File: src/rtl/rc_adsr_poly.sv
// rc_adsr_poly: polyphonic one-pole ADSR envelope generator, one voice per clock through a shared 2-stage pipe.
// Optional feature macro: RC_ADSR_RETRIG_EN (gate rising edge in DECAY/SUSTAIN restarts ATTACK).
module rc_adsr_poly #(
    parameter int VOICES   = 8,
    parameter int TAU_BITS = 16,
    parameter int ENV_BITS = 24,
    parameter int VEL_BITS = 16,
    parameter int VIDX_W   = $clog2(VOICES)
) (
    input  logic                clk,
    input  logic                rst,
    input  logic                tick,
    input  logic [VOICES-1:0]   gate,
    input  logic                vel_wr,
    input  logic [VIDX_W-1:0]   vel_voice,
    input  logic [VEL_BITS-1:0] vel_data,
    input  logic [TAU_BITS-1:0] attack_tau,
    input  logic [TAU_BITS-1:0] decay_tau,
    input  logic [VEL_BITS-1:0] sustain_lvl,
    input  logic [TAU_BITS-1:0] release_tau,
    output logic                env_valid,
    output logic [VIDX_W-1:0]   env_voice,
    output logic [ENV_BITS-1:0] env_data,
    output logic [VOICES-1:0]   available,
    output logic                overrun
);

    typedef enum logic [2:0] {IDLE, ATTACK, DECAY, SUSTAIN, RELEASE} adsr_state_t;

    localparam int PAD = ENV_BITS - 2 - VEL_BITS;
    localparam int PW  = TAU_BITS + ENV_BITS + 2;
    localparam logic [ENV_BITS-1:0] ENV_ONE    = ENV_BITS'(64'd1 << (ENV_BITS - 2));
    localparam logic [ENV_BITS-1:0] ENV_ONE_M1 = ENV_BITS'((64'd1 << (ENV_BITS - 2)) - 64'd1);
    localparam logic [ENV_BITS-1:0] ENV_MAX    = ENV_BITS'((64'd1 << (ENV_BITS - 2)) - (64'd1 << (ENV_BITS - 6)));
    localparam logic [ENV_BITS-1:0] ENV_MIN    = ENV_BITS'(64'd1 << (ENV_BITS - 21));
    localparam logic signed [ENV_BITS:0] MIN_S = $signed({1'b0, ENV_MIN});

    adsr_state_t         state_mem [VOICES];
    logic [ENV_BITS-1:0] env_mem   [VOICES];
    logic [VEL_BITS-1:0] vel_mem   [VOICES];
`ifdef RC_ADSR_RETRIG_EN
    logic                gate_prev_mem [VOICES];
    logic                s1_gate_prev;
`endif

    // ---------------- sequencer ----------------
    logic              seq_busy;
    logic [VIDX_W-1:0] seq_cnt;
    logic              sweep_busy, tick_accept, issue_valid;
    logic [VIDX_W-1:0] issue_idx;
    logic              s1_valid;

    // A sweep counts as in progress until the last voice has left the pipe.
    assign sweep_busy  = seq_busy | s1_valid | env_valid;
    assign tick_accept = tick & ~sweep_busy;
    assign issue_valid = tick_accept | seq_busy;
    assign issue_idx   = seq_busy ? seq_cnt : '0;

    always_ff @(posedge clk or negedge rst) begin
        if (!rst) begin
            seq_busy <= 1'b0;
            seq_cnt  <= '0;
            overrun  <= 1'b0;
        end else begin
            if (tick & sweep_busy)
                overrun <= 1'b1;
            if (tick_accept) begin
                seq_busy <= 1'b1;
                seq_cnt  <= VIDX_W'(1);
            end else if (seq_busy) begin
                if (seq_cnt == VIDX_W'(VOICES - 1)) begin
                    seq_busy <= 1'b0;
                    seq_cnt  <= '0;
                end else begin
                    seq_cnt <= seq_cnt + 1'b1;
                end
            end
        end
    end

    // ---------------- stage 1: read, select target/tau, delta ----------------
    adsr_state_t         cur_state;
    logic [ENV_BITS-1:0] cur_env, peak_raw, peak, sus_tgt, hold_tgt, sel_target;
    logic [TAU_BITS-1:0] sel_tau;
    logic signed [ENV_BITS:0] cur_delta;

    always_comb begin
        cur_state  = state_mem[issue_idx];
        cur_env    = env_mem[issue_idx];
        peak_raw   = ENV_BITS'(vel_mem[issue_idx]) << PAD;
        peak       = (peak_raw > ENV_MAX) ? ENV_MAX : peak_raw;
        sus_tgt    = ENV_BITS'(sustain_lvl) << PAD;
        hold_tgt   = (sus_tgt < peak) ? sus_tgt : peak;
        sel_target = '0;
        sel_tau    = '0;
        case (cur_state)
            ATTACK:          begin sel_target = ENV_ONE;  sel_tau = attack_tau;  end
            DECAY, SUSTAIN:  begin sel_target = hold_tgt; sel_tau = decay_tau;   end
            RELEASE:         begin sel_target = '0;       sel_tau = release_tau; end
            default:         begin sel_target = '0;       sel_tau = '0;          end
        endcase
        cur_delta = $signed({1'b0, sel_target}) - $signed({1'b0, cur_env});
    end

    logic [VIDX_W-1:0]        s1_idx;
    adsr_state_t              s1_state;
    logic [ENV_BITS-1:0]      s1_env, s1_peak, s1_target;
    logic [TAU_BITS-1:0]      s1_tau;
    logic signed [ENV_BITS:0] s1_delta;
    logic                     s1_gate;

    always_ff @(posedge clk or negedge rst) begin
        if (!rst) begin
            s1_valid     <= 1'b0;
            s1_idx       <= '0;
            s1_state     <= IDLE;
            s1_env       <= '0;
            s1_peak      <= '0;
            s1_target    <= '0;
            s1_tau       <= '0;
            s1_delta     <= '0;
            s1_gate      <= 1'b0;
`ifdef RC_ADSR_RETRIG_EN
            s1_gate_prev <= 1'b0;
`endif
        end else begin
            s1_valid     <= issue_valid;
            s1_idx       <= issue_idx;
            s1_state     <= cur_state;
            s1_env       <= cur_env;
            s1_peak      <= peak;
            s1_target    <= sel_target;
            s1_tau       <= sel_tau;
            s1_delta     <= cur_delta;
            s1_gate      <= gate[issue_idx];
`ifdef RC_ADSR_RETRIG_EN
            s1_gate_prev <= gate_prev_mem[issue_idx];
`endif
        end
    end

    // ---------------- stage 2: multiply, add, saturate, next state ----------------
    logic signed [PW-1:0]       prod;
    logic signed [ENV_BITS+1:0] step, sum;
    logic [ENV_BITS-1:0]        env_sat, nxt_env;
    logic signed [ENV_BITS:0]   diff;
    logic                       near;
    adsr_state_t                nxt_state;

    always_comb begin
        prod    = PW'($signed({1'b0, s1_tau})) * PW'(s1_delta);
        step    = (ENV_BITS + 2)'(prod >>> TAU_BITS);
        sum     = $signed({2'b00, s1_env}) + step;
        if (sum[ENV_BITS+1])
            env_sat = '0;
        else if (sum > $signed({2'b00, ENV_ONE_M1}))
            env_sat = ENV_ONE_M1;
        else
            env_sat = sum[ENV_BITS-1:0];
        diff      = $signed({1'b0, env_sat}) - $signed({1'b0, s1_target});
        near      = (diff < MIN_S) && (diff > -MIN_S);
        nxt_state = s1_state;
        nxt_env   = env_sat;
        // Gate-driven transitions hold the envelope; the new state integrates from the next sweep.
        case (s1_state)
            IDLE: begin
                nxt_env = '0;
                if (s1_gate) nxt_state = ATTACK;
            end
            ATTACK: begin
                if (!s1_gate) begin
                    nxt_state = RELEASE;
                    nxt_env   = s1_env;
                end else if (env_sat >= s1_peak) begin
                    nxt_state = DECAY;
                    nxt_env   = s1_peak;
                end
            end
            DECAY, SUSTAIN: begin
                if (!s1_gate) begin
                    nxt_state = RELEASE;
                    nxt_env   = s1_env;
`ifdef RC_ADSR_RETRIG_EN
                end else if (!s1_gate_prev) begin
                    nxt_state = ATTACK;
                    nxt_env   = s1_env;
`endif
                end else if (near) begin
                    nxt_state = SUSTAIN;
                    nxt_env   = s1_target;
                end
            end
            RELEASE: begin
                if (env_sat < ENV_MIN) begin
                    nxt_state = IDLE;
                    nxt_env   = '0;
                end else if (s1_gate) begin
                    nxt_state = ATTACK;
                    nxt_env   = s1_env;
                end
            end
            default: begin
                nxt_state = IDLE;
                nxt_env   = '0;
            end
        endcase
    end

    always_ff @(posedge clk or negedge rst) begin
        if (!rst) begin
            env_valid <= 1'b0;
            env_voice <= '0;
            env_data  <= '0;
        end else begin
            env_valid <= s1_valid;
            if (s1_valid) begin
                env_voice <= s1_idx;
                env_data  <= nxt_env;
            end
        end
    end

    // ---------------- per-voice storage ----------------
    always_ff @(posedge clk or negedge rst) begin
        if (!rst) begin
            for (int v = 0; v < VOICES; v++) begin
                state_mem[v]     <= IDLE;
                env_mem[v]       <= '0;
                vel_mem[v]       <= '0;
`ifdef RC_ADSR_RETRIG_EN
                gate_prev_mem[v] <= 1'b0;
`endif
            end
        end else begin
            if (vel_wr)
                vel_mem[vel_voice] <= vel_data;
            if (s1_valid) begin
                state_mem[s1_idx]     <= nxt_state;
                env_mem[s1_idx]       <= nxt_env;
`ifdef RC_ADSR_RETRIG_EN
                gate_prev_mem[s1_idx] <= s1_gate;
`endif
            end
        end
    end

    for (genvar gi = 0; gi < VOICES; gi++) begin : g_avail
        assign available[gi] = (state_mem[gi] == IDLE);
    end

endmodule
File: config.mk
export PLATFORM = sky130hd
export DESIGN_NAME = rc_adsr_poly
export DESIGN_NICKNAME = d
export VERILOG_FILES = /design/src/rtl/rc_adsr_poly.sv
export SDC_FILE = /design/constraint.sdc
export NUM_CORES = 2
export LEC_CHECK = 0
export ABC_AREA = 1
export CELL_PAD_IN_SITES_DETAIL_PLACEMENT = 1
export CELL_PAD_IN_SITES_GLOBAL_PLACEMENT = 1
export CORE_UTILIZATION = 48
export DETAILED_ROUTE_END_ITERATION = 12
export PLACE_DENSITY_LB_ADDON = 0.15
export SYNTH_ARGS = -nofsm -noshare
export SYNTH_HDL_FRONTEND = slang
export SYNTH_SLANG_ARGS = --single-unit
File: constraint.sdc
create_clock -name clk -period 13.7 [get_ports clk]
set_clock_uncertainty 0.1 [all_clocks]
set_input_delay 4.11 -clock clk [delete_from_list [all_inputs] [get_ports clk]]
set_output_delay 4.11 -clock clk [all_outputs]
set_load 0.01 [all_outputs]
### After elaboration in Yosys (flattened, before gate mapping)

Cells that the tools add are included.

* $mul: 1
* bitwise logic cells: 9
* div/mod/pow operators: 0
* add/sub/neg operators: 4
* reductions and logical operators: 15
* shifts and indexed selects: 0
* $lt $le $gt $ge: 13
* mux-type cells: 47
* eq/ne operators: 9

Operators with widths (count)
* two-way mux 24 bit: 11
* bitwise mux 192 bit: 1
* bitwise mux 128 bit: 1
* binary-select mux 24 bit (select 3 bit): 1
* demux 24 bit (select 3 bit): 1
* one-hot mux 24 bit (3 select lines): 1
* subtractor 24 x 24 -> 25 bit: 2
* binary-select mux 16 bit (select 3 bit): 1
* demux 16 bit (select 3 bit): 1
* two-way mux 16 bit: 3
* one-hot mux 16 bit (3 select lines): 1
* one-hot mux 23 bit (2 select lines): 1
* two-way mux 22 bit: 2
* multiplier 17 x 25 -> 42 bit: 1
* two-way mux 3 bit: 13
* logical NOT 3 bit: 9
* adder 25 x 26 -> 26 bit: 1
* > comparator 26 x 23 -> 1 bit, second input constant: 1
* > comparator 25 x 4 -> 1 bit, second input constant: 1
* < comparator 25 x 5 -> 1 bit, second input constant: 1
* bitwise mux 24 bit: 1
* >= comparator 24 x 22 -> 1 bit: 1
* < comparator 24 x 4 -> 1 bit, second input constant: 1
* > comparator 22 bit, second input constant: 1
* other kinds (20): 40

* input port bits: 95
* logic and storage cells: 137
* memories: 0
* register bits after elaboration: 496
* bits in latches: 0
* memory bits (writable): 0
* bits in read-only memories: 0
* output and inout bits: 37

### Logic depth before layout (Yosys ltp)

* depth in word-level cells: 12
* mapped depth: 73
* depth with buffers taken out: 70

### Worst setup path after synthesis

Ideal clock, no wire load.

* path type: register -> register
* from: register s1_delta[5]
* to: register env_mem[188] (netlist bit)
* required time: 13483 ps
* setup time: 117 ps
* slack: 2579 ps
* cell stages (with the launch flop): 70
* period minus slack after synthesis: 11121 ps
* buffers on the path: 4
* arrival: 10904 ps
* cell sequence: dfrtp_1 clkbuf_1 clkbuf_1 nand2_1 fa_1 inv_1 fa_1 inv_1 fa_1 inv_1 fa_1 fa_1 inv_1 fa_1 inv_1 ha_1 nand2_1 nor2_1 [34 not listed] nand2_1 nor2_1 nand3_1 nor2_1 nand2_1 nor2_1 nand3_1 nor2_1 nand3_4 nand2_4 buf_8 nand2_1 nand3_1 nand2_1 nand2_2 nand2_4 nand2_1 nand2_1

* cells in the longest elaborated chain, start to end: 12
* elaborated cells between the ends (all ways): 19
* those cells by class: 2 x add/sub; 1 x mul; 5 x order compare; 10 x mux; 1 x reduce/logical

Ends and longest elaborated chain
* from (decl): line 109 `logic signed [ENV_BITS:0] s1_delta;`
* from (signal assigned): line 134 `s1_delta <= cur_delta;`
* multiplier 17 x 25 -> 42 bit (*): line 151 `prod = PW'($signed({1'b0, s1_tau})) * PW'(s1_delta);`
* adder 25 x 26 -> 26 bit (*): line 153 `sum = $signed({2'b00, s1_env}) + step;`
* > comparator 26 x 23 -> 1 bit: line 156 `else if (sum > $signed({2'b00, ENV_ONE_M1}))`
* two-way mux 24 bit: line 156
* two-way mux 24 bit (*): line 154 `if (sum[ENV_BITS+1])`
* subtractor 24 x 24 -> 25 bit: line 160 `diff = $signed({1'b0, env_sat}) - $signed({1'b0, s1_target});`
* < comparator 25 x 5 -> 1 bit / > comparator 25 x 4 -> 1 bit (equally long branches): line 161 `near = (diff < MIN_S) && (diff > -MIN_S);`
* logical AND 1 bit: line 161
* two-way mux 24 bit: line 188 `end else if (near) begin`
* two-way mux 24 bit: line 180 `if (!s1_gate) begin`
* one-hot mux 24 bit (3 select lines) (*): line 165 `case (s1_state)`
* bitwise mux 192 bit (*): line 239 `env_mem[s1_idx] <= nxt_env;`
* to (signal, indexed assignment): line 239
* to (decl): line 39 `logic [ENV_BITS-1:0] env_mem [VOICES];`

Every way passes the cells marked *; elsewhere a longest branch is shown, timed or not.
A chain may end at the register's enable or synchronous reset.

### Worst setup path after layout

* from: register s1_tau[7]
* to: register env_mem[7] (netlist bit)

* cells in the longest elaborated chain, start to end: 12
* elaborated cells between the ends (all ways): 19
* those cells by class: 2 x add/sub; 1 x mul; 5 x order compare; 10 x mux; 1 x reduce/logical

Ends and longest elaborated chain
* from (decl): line 108 `logic [TAU_BITS-1:0] s1_tau;`
* from (signal assigned): line 133 `s1_tau <= sel_tau;`
* multiplier 17 x 25 -> 42 bit (*): line 151
* adder 25 x 26 -> 26 bit (*): line 153
* > comparator 26 x 23 -> 1 bit: line 156
* two-way mux 24 bit: line 156
* two-way mux 24 bit (*): line 154
* subtractor 24 x 24 -> 25 bit: line 160
* < comparator 25 x 5 -> 1 bit / > comparator 25 x 4 -> 1 bit (equally long branches): line 161
* logical AND 1 bit: line 161
* two-way mux 24 bit: line 188
* two-way mux 24 bit: line 180
* one-hot mux 24 bit (3 select lines) (*): line 165
* bitwise mux 192 bit (*): line 239

Marks and branches as above.

==> metrics.cfg <==
[sta]
setup_viol=0
clock.fmax_ghz=0.07772
tns_ns=0
tightestPinTransition_ns=1.190
finalWorstSetupSlack_ns=0.8333
fin_crit_sh_pct=93.92
fin_crit_ns=12.87
hold_viol=0
finalMaxSlewViolations=0
relSlewSlack_pct=19.39

[floorplan]
initial_utilization_pct=48.43
die_y_um=294.9
io_pins=132
fp.dieW_um=294.9
rows=107
fp.dieArea_um2=86960
coreArea_um2=85010

[logic_synthesis]
synth-xor-area-share_pct=1.553
synth_adder_area_share_pct=24.94
synth-seq-area-share_pct=29.29
syn-num-nets=6102
synth_flop_cell=dfrtp_1
ys_async_sr_fraction_pct=100.0
synth_warnings=0
ys_seq_elements=482
avgSynthCellArea_um2=7.596
synth_enable_flop_cells=0
syn_area_um2=41180
synth_compound_area_share_pct=10.03
synth_cells=5421
synth_cell_types=58
synth_top_family_by_area=adder cells
yosys.area_share.simple_pct=23.10
synth_mux_area_share_pct=0

[placement]
dp_hpwl_um=106100
port_buffers=131
pre_cts_slack_ns=0.2350
globalplace.congestion=0.9545

[detailed_routing]
vias_per_cell=5.550
ant_nets=0
drt_iter0_markers=2222
post_drt_wl_per_cell_um=21.79
vias=36870
drtPass1Iterations=6
wirelength_um=144700
drc_errors=0

[setup_path]
crit_path_frequent_cell=nand2_1
crit_type=flip-flop to flip-flop
cpMaxStageDelayCell=dfrtp_2
r2r_start=s1_tau[7]$_DFF_PN0_
end_kind=flip-flop
critPathTopFamily=adder cells
start_kind=flip-flop
r2r_setup_slack_ns=0.83
r2r_cells=63
worstReg2RegEnd=env_mem[7]$_DFFE_PN0P_
cp.buffers_inverters=10
slowest_delay_ns=0.60
critPathArrivalTime_ns=13.28
crit_path_max_fanout=18
required_ns=14.12

[clock_network]
clk_latency_ns=0.65
clock_path_buffers=3
cts.reportedPaths.clkPinSlew_ns=0.07
cts_tree=yes
root_buffer=clkbuf_16
clock-sinks=482
cts_setup_buffers=0
htree_levels=2
cts_made_buffers=57

[grt]
grt-ovfl-total=0
grt_pass1_wl_um=230600
grt_pass1_vias=40300
antenna_found_initial=2
track_usage_pct=34.44
grt_max_degree=153

[hold_path]
whs_endpoint=overrun$_DFFE_PN0P_
hold_path.class=flip-flop to flip-flop
hold_path_depth=1
min_from=overrun$_DFFE_PN0P_

[run_status]
status=complete, no violations

[cells_and_area]
fillers=10630
fin_util_pct=53.73
area_delta_synth_final_pct=10.93
finalNetCount=6134
drive_above_1_share_pct=5.858

[flow_run]
max_cap_violations=0

-- worst register-to-register path, delay by kind of cell, from the launching register on --
family,cells,cell delay (ns)
buffers and inverters,10,0.86
and+or+nand+nor,31,3.90
AOI/OAI and AO/OA,11,2.54
DFF,1,0.60
xor gates and xnor gates,2,0.48
adders and majority gates,9,4.31
-- how the worst max path moves through the flow --
stage	from	end	slack (ns)	cells past startpoint
after global placement	s1_delta[11]$_DFF_PN0_	env_mem[158]$_DFFE_PN0P_	0.65	59
after floorplan	s1_delta[5]$_DFF_PN0_	env_mem[188]$_DFFE_PN0P_	2.58	69
final	s1_tau[7]$_DFF_PN0_	env_mem[7]$_DFFE_PN0P_	0.83	63
after CTS	s1_delta[11]$_DFF_PN0_	env_mem[7]$_DFFE_PN0P_	0.19	60
after detailed placement	s1_delta[11]$_DFF_PN0_	env_mem[7]$_DFFE_PN0P_	0.24	60
after global routing	s1_tau[7]$_DFF_PN0_	env_mem[182]$_DFFE_PN0P_	-0.01	64
-- placed cells by master, fill, tap and decap left out, drive strengths merged, types with 3 or more instances in the layout --
cell,n
o2111ai,3
or2,14
a21o,13
xnor2,30
buf,91
o221ai,14
nor3,27
o21bai,4
a221oi,3
nand3,144
nor2,299
bufinv,4
clkdlybuf4s50,130
nand2,1826
o21ai,359
a21boi,5
clkinv,21
xor2,43
dfrtp,482
fa,391
a21oi,167
o22ai,59
a31o,3
o21a,4
nand4,27
o31ai,8
ha,195
clkbuf,81
o211ai,19
nand3b,7
clkinvlp,4
inv,943
a31oi,30
nor4,6
a22oi,26
a32oi,4
-- stage by stage --
stage	std cells	area [um^2]	hold slack, ns
after detailed placement	6538	43660	0.3599
after CTS	6641	45600	0.3765
after floorplan	5421	41180	0.2519
after global routing	6641	45670	0.3910
final	6643	45680	0.3725
after global placement	6538	43660	0.3566
-- per-layer routing --
layer / wire length [um] / GRT usage (%) / vias up
met4: 6158 / 13.39 / 0
met5: 0 / 0 / -
met1: 61270 / 44.89 / 18910
li1: - / - / 16670
met3: 6893 / 3.989 / 299
met2: 70420 / 58.47 / 989
-- sequential cells by signal, indices dropped and copies added (netlist names), 3 cells and up --
name,count
s1_peak,16
s1_target,17
seq_cnt,3
env_data,24
s1_env,23
s1_tau,16
state_mem,24
s1_state,3
s1_idx,3
vel_mem,128
env_mem,192
env_voice,3
s1_delta,25
-- final cells by class --
| type | instances | area [um^2] | area share (%) |
|---|---|---|---|
| clock inverters | 22 | 274.0 | 0.5999 |
| repair buffers | 221 | 2004 | 4.388 |
| inverters | 950 | 3576 | 7.829 |
| well taps | 1144 | 1431 | 3.134 |
| clock buffers | 81 | 1657 | 3.627 |
| multi-input cells | 3741 | 24630 | 53.93 |
| flip-flops and latches | 482 | 12090 | 26.48 |
| diodes | 2 | 5.005 | 0.01096 |
-- cells in the mapped netlist (24+ instances only) --
master / instances / area (um^2)
inv_1: 931 / 3495
clkbuf_1: 213 / 799.5
o22ai_1: 59 / 369.1
xor2_1: 43 / 376.6
buf_2: 24 / 120.1
o21ai_0: 341 / 1707
nand2_1: 1785 / 6700
nand3_1: 130 / 650.6
nand4_1: 26 / 162.7
nand2_2: 26 / 162.7
nor2_1: 289 / 1085
xnor2_1: 30 / 262.8
a31oi_1: 30 / 187.7
nor3_1: 26 / 130.1
ha_1: 195 / 2440
a22oi_1: 26 / 195.2
fa_1: 391 / 7828
dfrtp_1: 482 / 12060
a21oi_1: 165 / 825.8
-- kinds of logic after synthesis --
group                    count (synthesis)
other                                    1
XOR/XNOR                                73
AND/OR/NAND/NOR                       2350
flip-flops                             482
adder cells (fa/ha/maj)                586
AO/OA/AOI/OAI                          731
buffers and inverters                 1198
-- repair_timing --
action / in CTS / in global routing
setup endpoints to repair: 0 / 215
gates resized for setup: 0 / 37
hold buffers: 0 / 0
hold endpoints to repair: 0 / 0
Power is not shown: default switching activity piles up to over one toggle a cycle in this logic, so the estimate is an artifact.
